<file path="config.mk">
export PLATFORM = sky130hd
export DESIGN_NAME = video_timing_pattern_gen
export DESIGN_NICKNAME = d
export VERILOG_FILES = /design/src/rtl/video_timing_pattern_gen.sv
export SDC_FILE = /design/constraint.sdc
export NUM_CORES = 1
export LEC_CHECK = 0
export CELL_PAD_IN_SITES_DETAIL_PLACEMENT = 0
export CELL_PAD_IN_SITES_GLOBAL_PLACEMENT = 1
export CORE_UTILIZATION = 40
export DETAILED_ROUTE_END_ITERATION = 12
export PLACE_DENSITY_LB_ADDON = 0.1
export SETUP_SLACK_MARGIN = 0.4
export SLEW_MARGIN = 30
export SYNTH_ARGS = -nofsm -noshare
export SYNTH_HDL_FRONTEND = slang
export SYNTH_SLANG_ARGS = --single-unit
</file>
<file path="constraint.sdc">
create_clock -name CLK -period 7.1 [get_ports CLK]
set_input_delay 1.42 -clock CLK [delete_from_list [all_inputs] [get_ports CLK]]
set_output_delay 1.42 -clock CLK [all_outputs]
set_load 0.05 [all_outputs]
</file>
<file path="src/rtl/video_timing_pattern_gen.sv">
// Purpose: raster timing (DE/HS/VS) plus built-in test-pattern source for the DVI output path.
// Latency: every output is registered, exactly 1 cycle from counter state; all outputs mutually aligned.
// Backpressure: none; downstream samples every cycle. EN=0 or reset idles the raster on the next edge.
//
// Ports:
//   CLK          pixel clock (only clock)
//   RST_N        synchronous reset, active low
//   EN           1 = run raster, 0 = hold counters at 0 with idle outputs
//   PATTERN      0 bars, 1 grey ramp, 2 checkerboard, 3 solid blue (taken at frame origin)
//   DE/HS/VS     data enable and syncs (sync polarity from HS_POL/VS_POL)
//   R/G/B        8-bit colour, zero outside the active region
//   X/Y          active column/line, zero outside the active region
//   FRAME_START  one-cycle pulse on the first active pixel of a frame
module video_timing_pattern_gen #(
    parameter int H_ACTIVE = 640,
    parameter int H_FP     = 16,
    parameter int H_SYNC   = 96,
    parameter int H_BP     = 48,
    parameter int V_ACTIVE = 480,
    parameter int V_FP     = 10,
    parameter int V_SYNC   = 2,
    parameter int V_BP     = 33,
    parameter bit HS_POL   = 1'b0,
    parameter bit VS_POL   = 1'b0
) (
    input  logic        CLK,
    input  logic        RST_N,
    input  logic        EN,
    input  logic [1:0]  PATTERN,
    output logic        DE,
    output logic        HS,
    output logic        VS,
    output logic [7:0]  R,
    output logic [7:0]  G,
    output logic [7:0]  B,
    output logic [11:0] X,
    output logic [11:0] Y,
    output logic        FRAME_START
);

    localparam int H_TOTAL = H_ACTIVE + H_FP + H_SYNC + H_BP;
    localparam int V_TOTAL = V_ACTIVE + V_FP + V_SYNC + V_BP;
    localparam int BAR_W   = H_ACTIVE / 8;

    localparam logic [11:0] H_ACT_C   = 12'(H_ACTIVE);
    localparam logic [11:0] H_SYNC_LO = 12'(H_ACTIVE + H_FP);
    localparam logic [11:0] H_SYNC_HI = 12'(H_ACTIVE + H_FP + H_SYNC);
    localparam logic [11:0] H_LAST    = 12'(H_TOTAL - 1);
    localparam logic [11:0] V_ACT_C   = 12'(V_ACTIVE);
    localparam logic [11:0] V_SYNC_LO = 12'(V_ACTIVE + V_FP);
    localparam logic [11:0] V_SYNC_HI = 12'(V_ACTIVE + V_FP + V_SYNC);
    localparam logic [11:0] V_LAST    = 12'(V_TOTAL - 1);
    localparam logic [11:0] BAR_LAST  = 12'(BAR_W - 1);

    logic [11:0] h_cnt;
    logic [11:0] v_cnt;
    logic [11:0] bar_px;    // pixel position inside the current colour bar
    logic [2:0]  bar_idx;   // which of the 8 bars h_cnt is in
    logic [1:0]  pat_q;

    logic        frame_origin;
    logic [1:0]  pat_sel;
    logic        active;
    logic        hs_on;
    logic        vs_on;
    logic [23:0] pix_rgb;

    assign frame_origin = (h_cnt == 12'd0) && (v_cnt == 12'd0);
    // The first pixel of a frame already uses the pattern being latched on this edge,
    // so the whole frame shows a single pattern.
    assign pat_sel = frame_origin ? PATTERN : pat_q;
    assign active  = (h_cnt < H_ACT_C) && (v_cnt < V_ACT_C);
    assign hs_on   = (h_cnt >= H_SYNC_LO) && (h_cnt < H_SYNC_HI);
    assign vs_on   = (v_cnt >= V_SYNC_LO) && (v_cnt < V_SYNC_HI);

    always_comb begin
        pix_rgb = 24'h000000;
        case (pat_sel)
            2'd0: begin
                case (bar_idx)
                    3'd0:    pix_rgb = 24'hFFFFFF;
                    3'd1:    pix_rgb = 24'hFFFF00;
                    3'd2:    pix_rgb = 24'h00FFFF;
                    3'd3:    pix_rgb = 24'h00FF00;
                    3'd4:    pix_rgb = 24'hFF00FF;
                    3'd5:    pix_rgb = 24'hFF0000;
                    3'd6:    pix_rgb = 24'h0000FF;
                    default: pix_rgb = 24'h000000;
                endcase
            end
            2'd1:    pix_rgb = {h_cnt[7:0], h_cnt[7:0], h_cnt[7:0]};
            2'd2:    pix_rgb = (h_cnt[4] ^ v_cnt[4]) ? 24'h000000 : 24'hFFFFFF;
            default: pix_rgb = 24'h0000FF;
        endcase
    end

    // Raster counters, bar tracker and pattern latch.
    always_ff @(posedge CLK) begin
        if (!RST_N) begin
            h_cnt   <= 12'd0;
            v_cnt   <= 12'd0;
            bar_px  <= 12'd0;
            bar_idx <= 3'd0;
            pat_q   <= 2'd0;
        end else if (!EN) begin
            h_cnt   <= 12'd0;
            v_cnt   <= 12'd0;
            bar_px  <= 12'd0;
            bar_idx <= 3'd0;
        end else begin
            if (frame_origin) begin
                pat_q <= PATTERN;
            end
            if (h_cnt == H_LAST) begin
                h_cnt   <= 12'd0;
                bar_px  <= 12'd0;
                bar_idx <= 3'd0;
                v_cnt   <= (v_cnt == V_LAST) ? 12'd0 : v_cnt + 12'd1;
            end else begin
                h_cnt <= h_cnt + 12'd1;
                // Bars advance by counting pixels; no divide by the bar width.
                if (h_cnt < H_ACT_C) begin
                    if (bar_px == BAR_LAST) begin
                        bar_px  <= 12'd0;
                        bar_idx <= bar_idx + 3'd1;
                    end else begin
                        bar_px <= bar_px + 12'd1;
                    end
                end
            end
        end
    end

    // Output register stage.
    always_ff @(posedge CLK) begin
        if (!RST_N || !EN) begin
            DE          <= 1'b0;
            HS          <= ~HS_POL;
            VS          <= ~VS_POL;
            R           <= 8'd0;
            G           <= 8'd0;
            B           <= 8'd0;
            X           <= 12'd0;
            Y           <= 12'd0;
            FRAME_START <= 1'b0;
        end else begin
            DE          <= active;
            HS          <= hs_on ? HS_POL : ~HS_POL;
            VS          <= vs_on ? VS_POL : ~VS_POL;
            R           <= active ? pix_rgb[23:16] : 8'd0;
            G           <= active ? pix_rgb[15:8]  : 8'd0;
            B           <= active ? pix_rgb[7:0]   : 8'd0;
            X           <= active ? h_cnt : 12'd0;
            Y           <= active ? v_cnt : 12'd0;
            FRAME_START <= active && frame_origin;
        end
    end

endmodule
</file>
==> qor.yml, run 1 <==
yosys:
  synthArstFlopShare: 0
  ys_seq_area_frac: 0.516
  ys_ff_latch: 93
  syn_area_um2: 3610
  synth-edff-count: 0
  synthFlopType: "dfxtp_1"
  synthCells: 383
  synth_top_area_share: 0.516
  yosys_warnings: 0
  avgSynthCellArea_um2: 9.42
  yosysTopAreaCell: "dfxtp_1"
  yosysUniqueCellTypes: 46
  synthTopCellsByArea: "dfxtp_1 52%, nor2_1 5.8%, xnor2_1 4.9%"
timing:
  hold_violations: 0
  min_period_over_period: 0.565
  tightest_slew_ps: 704
  grt_setup_unrepaired: "no"
  drv_slew: 0
  fin_skew_ps: 14.4
  finalSetupViolCount: 0
  tns_ps: 0
  finalCriticalPeriod_ps: 4010
  fmax_mhz: 249
  max-slew-margin-rel: 0.517
cts:
  htree_levels: 3
  cts_num_sinks: 93
  cts-root-buf: "clkbuf_8"
  cts_setup_buffers: 0
  clock_path_buffers: 2
  clkTransAtPathRegs_ps: 90
  insertion_delay_ps: 350
  cts_buffers: 9
  cts-resized-gates: 0
  cts_tree: "built"
  cts_hold_buf: 0
setup_path:
  worst_setup_path_end_kind: "register"
  crit_chain: "clkdlybuf4s50_1, nand2_1, nor4_1, nand4_1, inv_1, o211ai_2, a21oi_1"
  startpoint_type: "input port"
  critPathMaxFanout: 16
  required_ps: 7370
  critPathKind: "input port to register"
  critPathSlowestCell: "inv_1"
  critPathArrivalTime_ps: 4290
  slowest_delay_ps: 630
global_route:
  grt_start_max_net_pins: 17
  gr-total-overflow: 0
  antenna_found_initial: 0
  grt_pass1_wl_um: 13200
  grtUsageTotal: 0.173
  grt_pass1_vias: 2634
detailed_routing:
  initialDrtViolationCount: 66
  vias_per_cell: 4.94
  drtAntennaViolNets: 0
  routed_wirelength_um: 7700
  vias: 2716
  drc: 0
  wire_per_inst_um: 14.0
  first_pass_iters: 4
power:
  vdd.ir_drop.worst_mv: 0.117
  power_mw: 0.995
  switchingPower_mw: 0.258
  seq_power_share: 0.542
  power.share.clock: 0.366
  power_frac_comb: 0.092
  cell_internal_pwr_mw: 0.737
  total_leakage_power_nw: 1.60
  swShare: 0.259
  p_per_area_nw_per_um2: 224
placement:
  gp_congestion: 0.843
  placed_cells: 534
  dp_hpwl_um: 5370
  numPortBuffers: 56
layout:
  instances_no_fill: 550
  synthToLayoutAreaGrowth_pct: 23.2
  nets: 452
  diodes: 0
  drive_above_1_share: 0.0679
floorplan:
  core_area_um2: 8720
  initial_utilization: 0.414
  io_pins: 57
  die_h_um: 97.0
  rows: 34
  die_x_um: 97.0
  die-area_um2: 9410
worst_hold_path:
  hold_path_class: "register to register"
status:
  status: "finished, final reports clean"
job:
  max_cap_viol_count: 0
kinds of logic after synthesis:
kind of cell	Yosys count	share of synthesized area
xor+xnor	34	0.0825
simple gates	162	0.236
flops	93	0.516
mux	5	0.0142
other cells	1	0.00104
compound gates	48	0.0783
fa+ha+maj	10	0.0347
buf+inv	30	0.0374
layer usage:
metal / up-vias / wire (µm) / global-route usage
met3: 7 / 335 / 0.0499
met1: 1251 / 3800 / 0.228
met2: 56 / 3470 / 0.272
met5: - / 0 / 0
met4: 0 / 89 / 0.0540
li1: 1402 / - / -
power by group through the flow:
| stage | clock network (mW) | registers (mW) | logic, mW |
|---|---|---|---|
| 3_3_place_gp | 0 | 0.551 | 0.0912 |
| 4_1_cts | 0.372 | 0.539 | 0.0926 |
| 5_1_grt | 0.397 | 0.541 | 0.0981 |
| 6_report | 0.364 | 0.539 | 0.0919 |
| 2_1_floorplan | 0 | 0.587 | 0.0255 |
| 3_5_place_dp | 0 | 0.551 | 0.0923 |
state kept, by name, summed over array words and instances, names as in the netlist:
| register | cells |
|---|---|
| B | 8 |
| DE | 1 |
| FRAME_START | 1 |
| G | 8 |
| HS | 1 |
| R | 8 |
| VS | 1 |
| X | 12 |
| Y | 12 |
| bar_idx | 3 |
| bar_px | 12 |
| h_cnt | 12 |
| pat_q | 2 |
| v_cnt | 12 |
final cells by class:
cell class / instances / area (µm²)
clock buffer: 10 / 138
clock inverter: 6 / 68.8
fill: 836 / 4270
inverter: 13 / 48.8
multi-input combinational: 264 / 1630
sequential: 93 / 1860
tap: 108 / 135
timing repair buffer: 56 / 561
Yosys cell counts (all sizes together), types with 3 or more instances:
master / instances
a21oi: 31
and2: 13
and3: 8
buf: 8
clkbuf: 9
dfxtp: 93
ha: 10
inv: 13
mux2i: 4
nand2: 22
nand3: 16
nand4: 15
nor2: 57
nor2b: 4
nor3: 8
nor4: 6
o21ai: 4
o31ai: 4
or4: 3
xnor2: 20
xor2: 14
worst max-delay path: cells and delay by family:
family	cells	cell delay, ps
buffers and inverters	2	1160
AO/OA/AOI/OAI	2	650
AND/OR/NAND/NOR	3	1050
through the flow:
step	worst slack [ps]	instance area, µm²	utilization	hold WS [ps]
6_report	3090	4450	0.510	481
5_1_grt	2770	4450	0.510	519
4_1_cts	3040	4450	0.510	485
3_5_place_dp	2660	4240	0.486	473
3_3_place_gp	2840	4230	0.486	460
2_1_floorplan	4450	3620	-	445
placed cells by master, fill, tap and decap left out, types with 5 or more instances in the layout:
master	count
nand4_1	15
conb_1	5
clkdlybuf4s50_1	56
ha_1	10
xor2_1	14
xnor2_1	20
inv_1	13
and3_1	8
dfxtp_1	93
nor3_1	6
and2_1	13
clkbuf_8	10
a21oi_1	31
nor2_1	56
nand2_1	22
nand3_1	15
path summary, 6_finish.rpt:
kind	start	to	slack, ps	depth (start not counted)
max reg2reg	h_cnt[7]	G[5]	4150	5
max	EN	G[5]	3090	7
min reg2reg	bar_px[1]	bar_px[1]	480	2
min	bar_px[1]	bar_px[1]	480	2
Note: power is estimated with default switching activity, not from simulation.
==> run 2: changes to the inputs <==
--- a/config.mk
+++ b/config.mk
@@ -7,7 +7,7 @@
 export LEC_CHECK = 0
 export CELL_PAD_IN_SITES_DETAIL_PLACEMENT = 0
 export CELL_PAD_IN_SITES_GLOBAL_PLACEMENT = 1
-export CORE_UTILIZATION = 40
+export CORE_UTILIZATION = 36
 export DETAILED_ROUTE_END_ITERATION = 12
 export PLACE_DENSITY_LB_ADDON = 0.1
 export SETUP_SLACK_MARGIN = 0.4
==> constraint.sdc (replaced) <==
create_clock -name CLK -period 3.3 [get_ports CLK]
set_input_delay 0.66 -clock CLK [delete_from_list [all_inputs] [get_ports CLK]]
set_output_delay 0.66 -clock CLK [all_outputs]
set_load 0.05 [all_outputs]
==> run 2 against run 1 <==
Net effect: count of clock-buffer cells in the layout stayed put; sequential power increased by 120%; critical path depth unchanged; total power rose by 120%; global-route usage shrank 1.3 points; die area up 11%; first-iteration DRC count rose by 12%; critical path type is now register to register; highest routed layer unchanged; critical endpoint is now R[6]; clock skew about the same.
==> qor.yml, run 2 (same netlist as run 1, synthesis figures left out) <==
cts:
  clock_path_buffers: 2  # unchanged
  cts_hold_buf: 0  # unchanged
  cts_setup_buffers: 0  # unchanged
  insertion_delay_ps: 360  # about the same
  clkTransAtPathRegs_ps: 90  # about the same
  cts-root-buf: "clkbuf_8"
  cts_tree: "built"
  cts-resized-gates: 0  # unchanged
  cts_num_sinks: 93  # unchanged
  cts_buffers: 9  # unchanged
  htree_levels: 3  # unchanged
setup_path:
  rr_endpoint: "R[6]"
  worst_setup_path_end_kind: "register"
  critPathArrivalTime_ps: 2890  # -1400 ps
  reg2reg_slack_ps: 620  # -3530 ps
  r2r.worst_path.cells: 7  # +2
  critPathKind: "register to register"
  crit_end: "R[6]"
  startpoint_type: "register"
  critPathMaxFanout: 8  # -8
  required_ps: 3510  # -3860 ps
  startpoint: "v_cnt[0]"
  worstReg2RegStart: "v_cnt[0]"
timing:
  min_period_over_period: 0.813
  fin_skew_ps: 14.2  # -0.195 ps
  hold-worst-slack_ps: 488  # +6.98 ps
  hold_violations: 0  # unchanged
  grt_setup_unrepaired: "no"
  fmax_mhz: 373
  finalSetupViolCount: 0  # unchanged
  tightest_slew_ps: 616  # -88.2 ps
  finalCriticalPeriod_ps: 2680
  fin_ws_ps: 619  # -2470 ps
  drv_slew: 0  # unchanged
  max-slew-margin-rel: 0.588  # +0.0710
  tns_ps: 0  # unchanged
layout:
  instances_no_fill: 578  # +5.1%
  final_cell_mix: "93 x dfxtp_1, 56 x nor2_1, 56 x clkdlybuf4s50_1, 31 x a21oi_1, 22 x nand2_1"
  final_common_cell: "dfxtp_1"
  nets: 455  # +0.66%
  drive_above_1_share: 0.0764  # +0.00853
  synthToLayoutAreaGrowth_pct: 24.7
  post-route-cell-area_um2: 4500  # +1.2%
  finalCoreUtilization: 0.463  # -0.0472
  diodes: 0  # unchanged
floorplan:
  die_x_um: 102  # +5.3%
  io_pins: 57  # unchanged
  core_area_um2: 9730  # +12%
  rows: 36  # +5.9%
  die_h_um: 102  # +5.3%
  die-area_um2: 10400  # +11%
  initial_utilization: 0.371  # -0.0429
detailed_routing:
  wire_per_inst_um: 13.4  # -4.0%
  initialDrtViolationCount: 74  # +12%
  drc: 0  # unchanged
  vias: 2754  # +1.4%
  vias_per_cell: 4.76  # -3.5%
  first_pass_iters: 4  # unchanged
  drtAntennaViolNets: 0  # unchanged
  routed_wirelength_um: 7760  # +0.86%
placement:
  placed_cells: 562  # +5.2%
  place_area_um2: 4290  # +1.1%
  gp_congestion: 0.806  # -4.4%
  place_ws_ps: 522  # -2130 ps
  numPortBuffers: 56  # unchanged
  dp_hpwl_um: 5490  # +2.2%
global_route:
  grt_pass1_wl_um: 12900  # -1.6%
  grt_start_max_net_pins: 17  # unchanged
  gr-total-overflow: 0  # unchanged
  grtUsageTotal: 0.160  # -0.0126
  grt_pass1_vias: 2594  # -1.5%
  antenna_found_initial: 0  # unchanged
power:
  vdd.ir_drop.worst_mv: 0.205  # +76%
  swShare: 0.261  # +0.00167
  total_leakage_power_nw: 1.61  # +0.51%
  power_mw: 2.15  # +120%
  power.share.clock: 0.366  # about the same
  power_frac_comb: 0.094  # +0.002
  switchingPower_mw: 0.560  # +120%
  cell_internal_pwr_mw: 1.59  # +120%
  p_per_area_nw_per_um2: 477  # +110%
  seq_power_share: 0.539  # -0.003
job:
  max_cap_viol_count: 0  # unchanged
status:
  status: "finished, final reports clean"
worst_hold_path:
  hold_path_class: "register to register"
[run 2: changes by cell type in the layout (fill, tap and decap cells not counted)]
cell,previous run,this run
nor4_1,4,5
nor4_2,1,0
mux2i_2,0,2
mux2i_1,4,2
buf_4,0,3
[run 2: cell type report]
class	instances	area, µm²
fill	972	5230
sequential	93	1860
multi-input combinational	264	1640
timing repair buffer	59	583
tap	133	166
clock buffer	10	138
clock inverter	6	68.8
inverter	13	48.8
[run 2: per-layer routing]
| layer | global-route usage | part of all wire | vias to the layer above |
|---|---|---|---|
| li1 | - | - | 1405 |
| met1 | 0.221 | 0.52 | 1278 |
| met2 | 0.248 | 0.43 | 64 |
| met3 | 0.0390 | 0.045 | 7 |
| met4 | 0.0462 | 0.0081 | 0 |
| met5 | 0 | 0 | - |
[run 2: worst min-delay path by stage]
| stage | endpoint | slack (ps) | startpoint | depth (start not counted) |
|---|---|---|---|---|
| floorplan | bar_px[1] | 450 | bar_px[1] | 2 |
| global placement | bar_px[1] | 460 | bar_px[1] | 2 |
| detailed placement | bar_px[1] | 480 | bar_px[1] | 2 |
| CTS | bar_px[1] | 490 | bar_px[1] | 2 |
| global route | bar_px[1] | 510 | bar_px[1] | 2 |
| finish | bar_px[1] | 490 | bar_px[1] | 2 |
[run 2: power by group through the flow]
stage                     sequential [mW]  clock (mW)  combinational [mW]
after global routing                 1.16       0.854               0.218
after detailed placement             1.19           0               0.201
after global placement               1.19           0               0.199
after CTS                            1.16       0.807               0.201
after floorplan                      1.26           0              0.0548
final                                1.16       0.787               0.203
[run 2: worst max-delay path, stage by stage (launching register included)]
cell	delay, ps
dfxtp_1	370
inv_1	110
ha_1	140
or4b_2	610
nor2_1	250
and3_1	410
mux2i_2	530
a21oi_1	130
